--- config.mk ---
export PLATFORM = sky130hd
export DESIGN_NAME = rr_arbiter_mux8_4x1
export DESIGN_NICKNAME = d
export VERILOG_FILES = /design/src/rtl/arb_pkg.sv /design/src/rtl/mux8_4x1.sv /design/src/rtl/rr_pick4.sv /design/src/rtl/rr_arbiter_mux8_4x1.sv
export SDC_FILE = /design/constraint.sdc
export NUM_CORES = 1
export LEC_CHECK = 0
export CAP_MARGIN = 25
export CORE_ASPECT_RATIO = 2
export CORE_MARGIN = 1.5
export CORE_UTILIZATION = 33
export DETAILED_ROUTE_END_ITERATION = 12
export SLEW_MARGIN = 25
export SYNTH_ARGS = -nofsm -noshare
export SYNTH_HDL_FRONTEND = slang
export SYNTH_SLANG_ARGS = --single-unit
--- constraint.sdc ---
create_clock -name clk -period 3.9 [get_ports clk]
set_input_delay 0.39 -clock clk [delete_from_list [all_inputs] [get_ports clk]]
set_output_delay 0.39 -clock clk [all_outputs]
set_load 0.01 [all_outputs]
--- src/rtl/arb_pkg.sv ---
// arb_pkg: shared state encoding, requester count and index-to-one-hot helper
package arb_pkg;
   localparam int NREQ = 4;
   typedef enum logic {ST_IDLE = 1'b0, ST_GRANT = 1'b1} state_t;
   function automatic logic [NREQ-1:0] onehot(input logic [1:0] i);
      onehot = NREQ'(1) << i;
   endfunction
endpackage

--- src/rtl/mux8_4x1.sv ---
// mux8_4x1: 8-bit 4:1 datapath mux
module mux8_4x1 (
   input  logic [1:0] sel,
   input  logic [7:0] a,
   input  logic [7:0] b,
   input  logic [7:0] c,
   input  logic [7:0] d,
   output logic [7:0] y
);
   assign y = sel[1] ? (sel[0] ? d : c) : (sel[0] ? b : a);
endmodule

--- src/rtl/rr_pick4.sv ---
// rr_pick4: combinational circular priority picker starting at ptr
module rr_pick4 (
   input  logic [3:0] req,
   input  logic [1:0] ptr,
   output logic [1:0] winner,
   output logic       any
);
   logic [3:0] rot;
   logic [1:0] off;
   // rotate so bit 0 is the highest-priority requester, then take the first set bit
   always_comb begin
      rot = 4'({req, req} >> ptr);
      off = rot[0] ? 2'd0 : rot[1] ? 2'd1 : rot[2] ? 2'd2 : 2'd3;
   end
   assign winner = ptr + off;
   assign any    = |req;
endmodule

--- src/rtl/rr_arbiter_mux8_4x1.sv ---
// rr_arbiter_mux8_4x1: round-robin arbiter with hold limit sharing one 8-bit 4:1 mux
module rr_arbiter_mux8_4x1
   import arb_pkg::*;
#(
   parameter int MAX_HOLD = 8,
   parameter int CNT_W    = 4
) (
   input  logic       clk,
   input  logic       rst,
   input  logic [3:0] req,
   input  logic [7:0] a,
   input  logic [7:0] b,
   input  logic [7:0] c,
   input  logic [7:0] d,
   output logic [3:0] grant,
   output logic [1:0] sel,
   output logic [7:0] out,
   output logic       out_valid,
   output logic       busy
);
   localparam logic [CNT_W-1:0] HOLD_LAST = CNT_W'(MAX_HOLD == 0 ? 0 : MAX_HOLD - 1);
   state_t           state;
   logic [1:0]       ptr;
   logic [CNT_W-1:0] hold_cnt;
   logic [7:0]       mux_y;
   logic [3:0]       pick_req;
   logic [1:0]       pick_ptr;
   logic [1:0]       winner;
   logic             any;
   logic             xfer;
   logic             rel;
   // while granted, search only the other requesters starting just past the grantee
   always_comb begin
      pick_req = (state == ST_GRANT) ? req & ~onehot(sel) : req;
      pick_ptr = (state == ST_GRANT) ? sel + 2'd1 : ptr;
      xfer     = (state == ST_GRANT) && req[sel];
      rel      = (state == ST_GRANT) &&
                 (!req[sel] || (MAX_HOLD != 0 && xfer && any && hold_cnt >= HOLD_LAST));
   end
   rr_pick4 u_pick (
      .req    (pick_req),
      .ptr    (pick_ptr),
      .winner (winner),
      .any    (any)
   );
   mux8_4x1 u_mux (
      .sel (sel),
      .a   (a),
      .b   (b),
      .c   (c),
      .d   (d),
      .y   (mux_y)
   );
   // arbitration state, grant handoff and registered data transfer
   always_ff @(posedge clk or posedge rst) begin
      if (rst) begin
         state     <= ST_IDLE;
         ptr       <= '0;
         hold_cnt  <= '0;
         grant     <= '0;
         sel       <= '0;
         out       <= '0;
         out_valid <= 1'b0;
      end else begin
         out_valid <= xfer;
         if (xfer) out <= mux_y;
         if (state == ST_IDLE) begin
            if (any) begin
               grant    <= onehot(winner);
               sel      <= winner;
               hold_cnt <= '0;
               state    <= ST_GRANT;
            end
         end else if (rel) begin
            ptr      <= sel + 2'd1;
            hold_cnt <= '0;
            if (any) begin
               grant <= onehot(winner);
               sel   <= winner;
            end else begin
               grant <= '0;
               state <= ST_IDLE;
            end
         end else if (xfer) begin
            hold_cnt <= (hold_cnt == '1) ? hold_cnt : hold_cnt + 1'b1;
         end
      end
   end
   assign busy = (state == ST_GRANT);
endmodule
==> flow_summary.rst, run 1 <==
.. list-table::
   :header-rows: 1

   * - Metric
     - Value
   * - Run status
     - completed
   * - Buffer depth of the longest clock path
     - 2
   * - Count of flip-flops with a built-in enable after synthesis
     - 0
   * - WL/cell
     - roughly 16 um
   * - Clock transition at path regs
     - 0.08 ns
   * - Count of antenna-violating nets left after detailed routing
     - 0
   * - Postcts setup bufs
     - 0
   * - Area share of the leading cell type in the synthesized netlist
     - around 37%
   * - Fin crit period
     - approximately 3.3 ns
   * - Clock insertion delay at the later pin of the skew report
     - around 0.26 ns
   * - Post-detailed-route via-to-cell ratio
     - 5.26
   * - Worst Path Max Fanout
     - 13
   * - Worst setup skew after layout
     - 0.00243 ns
   * - Final-report setup violation count
     - 0
   * - CTS Buf Count
     - 3
   * - Final hold viol count
     - 0
   * - Count of vias placed by the detailed router
     - 1294
   * - X dimension of the die
     - 50.7 um
   * - Required @ worst endpoint
     - just over 4 ns
   * - Antenna violations before repair
     - 0
   * - Synth Register Bits
     - 22
   * - Mean instance size in the synthesized netlist
     - 11.0 um2
   * - Io pins
     - 54
   * - Largest net degree at the start of global routing
     - 23
   * - Synthesized cell area
     - ~1500 um2
   * - Largest stage delay on the critical path
     - 0.68 ns
   * - Register-to-register path setup slack
     - about 0.60 ns
   * - First-pass DRT Iterations
     - 4
   * - CP endpoint kind
     - flip-flop
   * - Net count of the mapped netlist
     - 181
   * - Most numerous cell in the Yosys netlist
     - dfrtp_1
   * - Number of instances in the synthesized netlist
     - 137
   * - Total die area
     - 4990 um2
   * - Detailed Place HPWL
     - ~3.2 mm
   * - First-pass GRT wire length
     - ~6.3 mm
   * - Grt ovf
     - 0
   * - H-tree depth
     - 1
   * - Largest cells by area after synthesis
     - dfrtp_1 37%, mux4_2 13%, mux2_2 6.7%, ha_1 5.0%, nand2_1 3.0%
   * - Final worst-path cycle share
     - 84.5%
   * - Share of async-settable or async-resettable flops after synthesis
     - 100%
   * - Port Buffer Count
     - 53
   * - P&R area growth vs syn
     - 44.8%
   * - Count of cells along the worst register-to-register path
     - 12
   * - Cell with the largest stage delay on the worst path
     - dfrtp_1
   * - Clock Tree Root
     - clkbuf_8
   * - CTS-repair resized insts
     - 0
   * - DR WL met3
     - 133 um
   * - Maximum clock frequency
     - approximately 300 MHz
   * - Chip height
     - approximately 98 um
   * - Proportion of synthesized chip area in sequential cells
     - between 30 and 40%
   * - Maximum Capacitance Violations
     - 0
   * - Peak VDD IR
     - between 0.6 and 0.7 mV
   * - Startpoint Class
     - flip-flop
   * - Worst rel slew slack
     - approximately 60%
   * - Cell area power density
     - 796 nW/um2
   * - Fraction of layout instances using a drive strength above 1
     - 14.6%
   * - RSZ-0062 raised after global routing
     - false
   * - Kind of cell adding the most delay to the critical path
     - compound AO/OA/AOI/OAI gates
   * - # rows
     - 34
   * - Cells along the critical path
     - inv_1 -> ha_1 -> mux2_2 -> a21oi_1 -> nor2_1 -> a311oi_1 -> a21oi_1 -> ha_1 -> nor3b_1 -> a32o_1 -> a221oi_4 -> a22o_1
   * - Buffering stage count on the worst path with inverters included
     - 1
   * - Number of buffers added to fix hold violations after cts
     - 0
   * - DR iter-0 viols
     - 29
   * - Via count of the first global-routing pass
     - 1339
   * - Total Negative Setup Slacks
     - 0 ns
   * - # DRC
     - 0
   * - Type of the setup path with the least slack
     - reg2reg
   * - Post-synth top area cell
     - dfrtp_1
   * - TritonCTS clock tree
     - done
   * - Final core utilization
     - 50.1%
   * - Warnings from Yosys
     - 0
   * - Most frequent cells after synthesis
     - 22 x dfrtp_1, 12 x nand2_1, 10 x inv_1
   * - Std-Cell Core Area
     - 4340 um2
   * - Actual transition at the worst max-transition pin
     - 0.580 ns
   * - Routed wl met2
     - 2.19 mm
   * - Post-layout net count
     - 237
   * - Final Max Slew Viols
     - 0
   * - Max Used Layer
     - met4
   * - Static leakage
     - 0.000918 uW
   * - Initial standard-cell utilization of the core
     - between 30 and 40%
   * - Number of antenna diodes
     - 0
   * - Hold WC Path Type
     - in2async
   * - Total routing resource utilization after global routing
     - 16.6%
   * - Sum of routed wire segments on met1
     - 1.60 mm
   * - Arrival time of the worst setup path
     - 3.50 ns
   * - Launch point of the worst reg-to-reg path
     - sel[1]$_DFFE_PP0P_
   * - Total wirelength of the detailed-routed design
     - roughly 4.0 mm
   * - Most used flip-flop cell after synthesis
     - dfrtp_1
   * - Worst reg2reg endpoint
     - grant[1]$_DFFE_PP0P_
   * - Library cells used by synthesis
     - 37
   * - Placer Congestion
     - about 0.90
   * - Number of clock sinks
     - 22
## worst max-delay path by stage
stage          slack [ns]  cells after the start                   end          startpoint
2_1_floorplan        0.61                     13  grant[1]$_DFFE_PP0P_  sel[0]$_DFFE_PP0P_
3_3_place_gp         0.77                     12  grant[1]$_DFFE_PP0P_  sel[1]$_DFFE_PP0P_
3_5_place_dp         0.65                     12  grant[1]$_DFFE_PP0P_  sel[1]$_DFFE_PP0P_
4_1_cts              0.62                     12  grant[1]$_DFFE_PP0P_  sel[1]$_DFFE_PP0P_
5_1_grt              0.35                     12  grant[1]$_DFFE_PP0P_  sel[1]$_DFFE_PP0P_
6_report             0.60                     12  grant[1]$_DFFE_PP0P_  sel[1]$_DFFE_PP0P_
## layer usage
layer,global-route usage (%),vias to the layer above
met1,19.3,623
met2,29.1,39
met5,0,-
met3,2.12,10
li1,-,622
met4,8.11,0
## power by group
group	leakage, uW	switching [uW]	internal, uW
Clock	0.0000357	76.9	137
Combinational	0.000614	496	582
Sequential	0.000268	107	334
Total	0.000918	680	1050
## cells in the final DEF, fill, tap and decap left out, types with 5 or more instances in the layout
cell / count
inv_1: 10
dfrtp_1: 22
mux4_2: 9
ha_1: 6
mux2_2: 9
nand2_1: 12
nor2_1: 9
clkdlybuf4s50_1: 53
a21boi_0: 5
nand2b_1: 6
a21oi_1: 7
## per-stage QoR
| step | cells | total power (uW) | setup slack (ns) | instance area (um2) | hold slack, ns |
|---|---|---|---|---|---|
| finish | 246 | 1730 | 0.603 | 2180 | 0.372 |
| global route | 246 | 1870 | 0.350 | 2180 | 0.396 |
| CTS | 245 | 1750 | 0.625 | 2160 | 0.502 |
| detailed placement | 241 | 1530 | 0.654 | 2090 | 0.479 |
| global placement | 241 | 1490 | 0.772 | 2090 | 0.458 |
| floorplan | 137 | 1170 | 0.612 | 1500 | 0.379 |
## area by class of cell
cell class,instances,area [um2]
well taps,54,67.6
clock buffers,3,41.3
flip-flops and latches,22,551
multi-input cells,101,896
clock inverters,1,30.0
repair buffers,55,553
fillers,419,2160
inverters,10,37.5
## worst reg2reg max path: stages, from the launching register on
cell	delay, ns
dfrtp_1	0.68
inv_1	0.17
ha_1	0.36
mux2_2	0.33
a21oi_1	0.14
nor2_1	0.06
a311oi_1	0.29
a21oi_1	0.07
ha_1	0.25
nor3b_1	0.16
a32o_1	0.25
a221oi_4	0.28
a22o_1	0.21
## logic make-up after synthesis
logic type / share of synthesized area [%]
buf+inv: 3.75
fa+ha+maj: 5.00
compound gates: 18.6
flops: 36.6
simple gates: 12.1
mux: 24.0
## registers in the layout (all words and copies together) (netlist names)
register / count
busy: 1
grant: 4
hold_cnt: 4
out: 8
out_valid: 1
ptr: 2
sel: 2
No activity file was read; power rests on OpenSTA's default activity.
==> inputs of run 2 (changes only) <==
- clock period: 3.9 -> 3.16 ns (I/O delays scaled with it)
==> flow_summary.rst, run 2 (synthesized netlist as in run 1, its figures left out) <==
.. list-table::
   :header-rows: 1

   * - Metric
     - Value
   * - X dimension of the die
     - 50.7 um (unchanged)
   * - DR iter-0 viols
     - 24 (was 29)
   * - Launch point of the worst reg-to-reg path
     - sel[0]$_DFFE_PP0P_ (was sel[1]$_DFFE_PP0P_)
   * - Worst rel slew slack
     - 43.6% (was 61.0%)
   * - Hold WC Path Type
     - reg2reg (was in2async)
   * - Buffer depth of the longest clock path
     - 2 (unchanged)
   * - Largest net degree at the start of global routing
     - 23 (unchanged)
   * - Arrival time of the worst setup path
     - 3.12 ns (was 3.50 ns)
   * - First-pass DRT Iterations
     - 4 (unchanged)
   * - Peak VDD IR
     - 0.459 mV (was 0.604 mV)
   * - Number of clock sinks
     - 22 (unchanged)
   * - Run status
     - completed (unchanged)
   * - Total routing resource utilization after global routing
     - 17.3% (was 16.6%)
   * - Post-detailed-route via-to-cell ratio
     - 5.33 (was 5.26)
   * - Startpoint of the worst setup timing path
     - sel[0]$_DFFE_PP0P_ (was sel[1]$_DFFE_PP0P_)
   * - Clock Tree Root
     - clkbuf_8 (unchanged)
   * - Static leakage
     - 0.000926 uW (was 0.000918 uW)
   * - TritonCTS clock tree
     - done (unchanged)
   * - Cells along the critical path
     - inv_1 -> ha_1 -> mux2_2 -> a21oi_1 -> nor2_1 -> a311oi_2 -> a21oi_1 -> ha_1 -> nor3b_1 -> a32o_1 -> a221oi_4 -> a22o_1 (was inv_1 -> ha_1 -> mux2_2 -> a21oi_1 -> nor2_1 -> a311oi_1 -> a21oi_1 -> ha_1 -> nor3b_1 -> a32o_1 -> a221oi_4 -> a22o_1)
   * - Cell with the largest stage delay on the worst path
     - dfrtp_2 (was dfrtp_1)
   * - P&R area growth vs syn
     - 45.8% (was 44.8%)
   * - Std-Cell Core Area
     - 4340 um2 (unchanged)
   * - Final core utilization
     - 50.5% (was 50.1%)
   * - Fin crit period
     - 2.92 ns (was 3.30 ns)
   * - Count of antenna-violating nets left after detailed routing
     - 0 (unchanged)
   * - Largest stage delay on the critical path
     - 0.43 ns (was 0.68 ns)
   * - Initial standard-cell utilization of the core
     - 34.6% (unchanged)
   * - Final hold viol count
     - 0 (unchanged)
   * - Dpl cell area
     - 2130 um2 (was 2090 um2)
   * - H-tree depth
     - 1 (unchanged)
   * - Combined area of the multi-input logic cells
     - 902 um2 (was 896 um2)
   * - Maximum clock frequency
     - 343 MHz (was 303 MHz)
   * - Register Area
     - 553 um2 (was 551 um2)
   * - Number of antenna diodes
     - 0 (unchanged)
   * - Worst Setup Slack post-DPL
     - 0.203 ns (was 0.654 ns)
   * - CTS Buf Count
     - 3 (unchanged)
   * - Flip-flop count of the largest register, all copies and words added
     - 8 (unchanged)
   * - Cell area power density
     - 978 nW/um2 (was 796 nW/um2)
   * - Port Buffer Count
     - 53 (unchanged)
   * - First-pass GRT wire length
     - 6.64 mm (was 6.33 mm)
   * - Startpoint Class
     - flip-flop (unchanged)
   * - Grt ovf
     - 0 (unchanged)
   * - Antenna violations before repair
     - 0 (unchanged)
   * - Total wirelength of the detailed-routed design
     - 4.14 mm (was 4.03 mm)
   * - Most common cell after layout, fill and taps aside
     - clkdlybuf4s50_1 (unchanged)
   * - Worst Path Max Fanout
     - 7 (was 13)
   * - # rows
     - 34 (unchanged)
   * - Actual transition at the worst max-transition pin
     - 0.845 ns (was 0.580 ns)
   * - Final cell area excluding filler cells
     - 2190 um2 (was 2180 um2)
   * - Register with the most flip-flops
     - out (unchanged)
   * - Detailed Place HPWL
     - 3.34 mm (was 3.19 mm)
   * - Postcts setup bufs
     - 0 (unchanged)
   * - # DRC
     - 0 (unchanged)
   * - Count of vias placed by the detailed router
     - 1333 (was 1294)
   * - Required @ worst endpoint
     - 3.36 ns (was 4.11 ns)
   * - Buffering stage count on the worst path with inverters included
     - 1 (unchanged)
   * - Worst setup skew after layout
     - 0.00659 ns (was 0.00243 ns)
   * - Placer Congestion
     - 0.807 (was 0.897)
   * - Type of the setup path with the least slack
     - reg2reg (unchanged)
   * - CP endpoint kind
     - flip-flop (unchanged)
   * - Total Negative Setup Slacks
     - 0 ns (unchanged)
   * - Io pins
     - 54 (unchanged)
   * - WL/cell
     - 16.6 um (was 16.4 um)
   * - Post-layout net count
     - 241 (was 237)
   * - Kind of cell adding the most delay to the critical path
     - compound AO/OA/AOI/OAI gates (unchanged)
   * - Commonest cells after routing, fill and taps aside
     - 53 x clkdlybuf4s50_1, 20 x dfrtp_1, 12 x nand2_1 (was 53 x clkdlybuf4s50_1, 22 x dfrtp_1, 12 x nand2_1)
   * - Total die area
     - 4990 um2 (unchanged)
   * - Fraction of layout instances using a drive strength above 1
     - 17.9% (was 14.6%)
   * - Via count of the first global-routing pass
     - 1406 (was 1339)
   * - Maximum Capacitance Violations
     - 0 (unchanged)
   * - Final-report setup violation count
     - 0 (unchanged)
   * - RSZ-0062 raised after global routing
     - false (unchanged)
   * - Registers with the most flip-flops
     - out x8, grant x4, hold_cnt x4 (unchanged)
   * - Clock insertion delay at the later pin of the skew report
     - 0.26 ns (about the same)
   * - Chip height
     - 98.4 um (unchanged)
   * - Clock transition at path regs
     - 0.09 ns (was 0.08 ns)
   * - Final Max Slew Viols
     - 0 (unchanged)
   * - Final worst-path cycle share
     - 92.3% (was 84.5%)
   * - Fillers
     - 416 (was 419)
   * - Worst-case setup margin in the final layout
     - 0.242 ns (was 0.603 ns)
   * - Startpoint of the worst hold path
     - out[7]$_DFFE_PP0N_
[run 2: path summary, 6_finish.rpt]
check,to,depth (start not counted),slack [ns]
min,out[7]$_DFFE_PP0N_,2,0.49
max,grant[1]$_DFFE_PP0P_,12,0.24
max in group asynchronous,sel[0]$_DFFE_PP0P_,2,2.06
max reg2reg,grant[1]$_DFFE_PP0P_,12,0.24
min reg2reg,out[7]$_DFFE_PP0N_,2,0.49
min in group asynchronous,out[4]$_DFFE_PP0N_,2,0.52
[run 2: power by group]
part	total, uW	leakage (uW)	switching [uW]	internal, uW
clock	206	0.0000288	94.8	111
sequential	514	0.000266	98.4	416
combinational	1420	0.000632	672	750
[run 2: metrics by stage]
| stage | hold slack (ns) | total power (uW) | cells |
|---|---|---|---|
| 2_1_floorplan | 0.305 | 1450 | 137 |
| 3_3_place_gp | 0.462 | 1880 | 246 |
| 3_5_place_dp | 0.472 | 1950 | 246 |
| 4_1_cts | 0.491 | 2150 | 250 |
| 5_1_grt | 0.512 | 2310 | 250 |
| 6_report | 0.489 | 2140 | 250 |
[run 2: final cells by class]
| cell class | count | area share (%) |
|---|---|---|
| Clock buffer | 4 | 2.51 |
| Inverter | 10 | 1.71 |
| Multi-Input combinational cell | 101 | 41.2 |
| Sequential cell | 22 | 25.2 |
| Tap cell | 54 | 3.08 |
| Timing Repair Buffer | 59 | 26.3 |
[run 2: repair_timing]
item | 4_1_cts | 5_1_grt
gates resized for setup | 0 | 3
hold buffers | 0 | 0
endpoints found under the setup margin | 0 | 5
hold endpoints to repair | 0 | 0
[run 2: tightest hold or removal path, stage by stage, from the launching register on]
cell	delay (ns)
dfrtp_1	0.35
nand2_1	0.06
nand2_1	0.06
[run 2: routing by layer]
metal  part of all wire, %  up-vias  global-route usage [%]  wire [um]
li1                      -      633                       -          -
met1                    37      641                    19.5       1540
met2                    54       45                    29.6       2250
met3                   3.7       14                    3.03        154
met4                   4.8        0                    10.4        198
met5                     0        -                       0          0
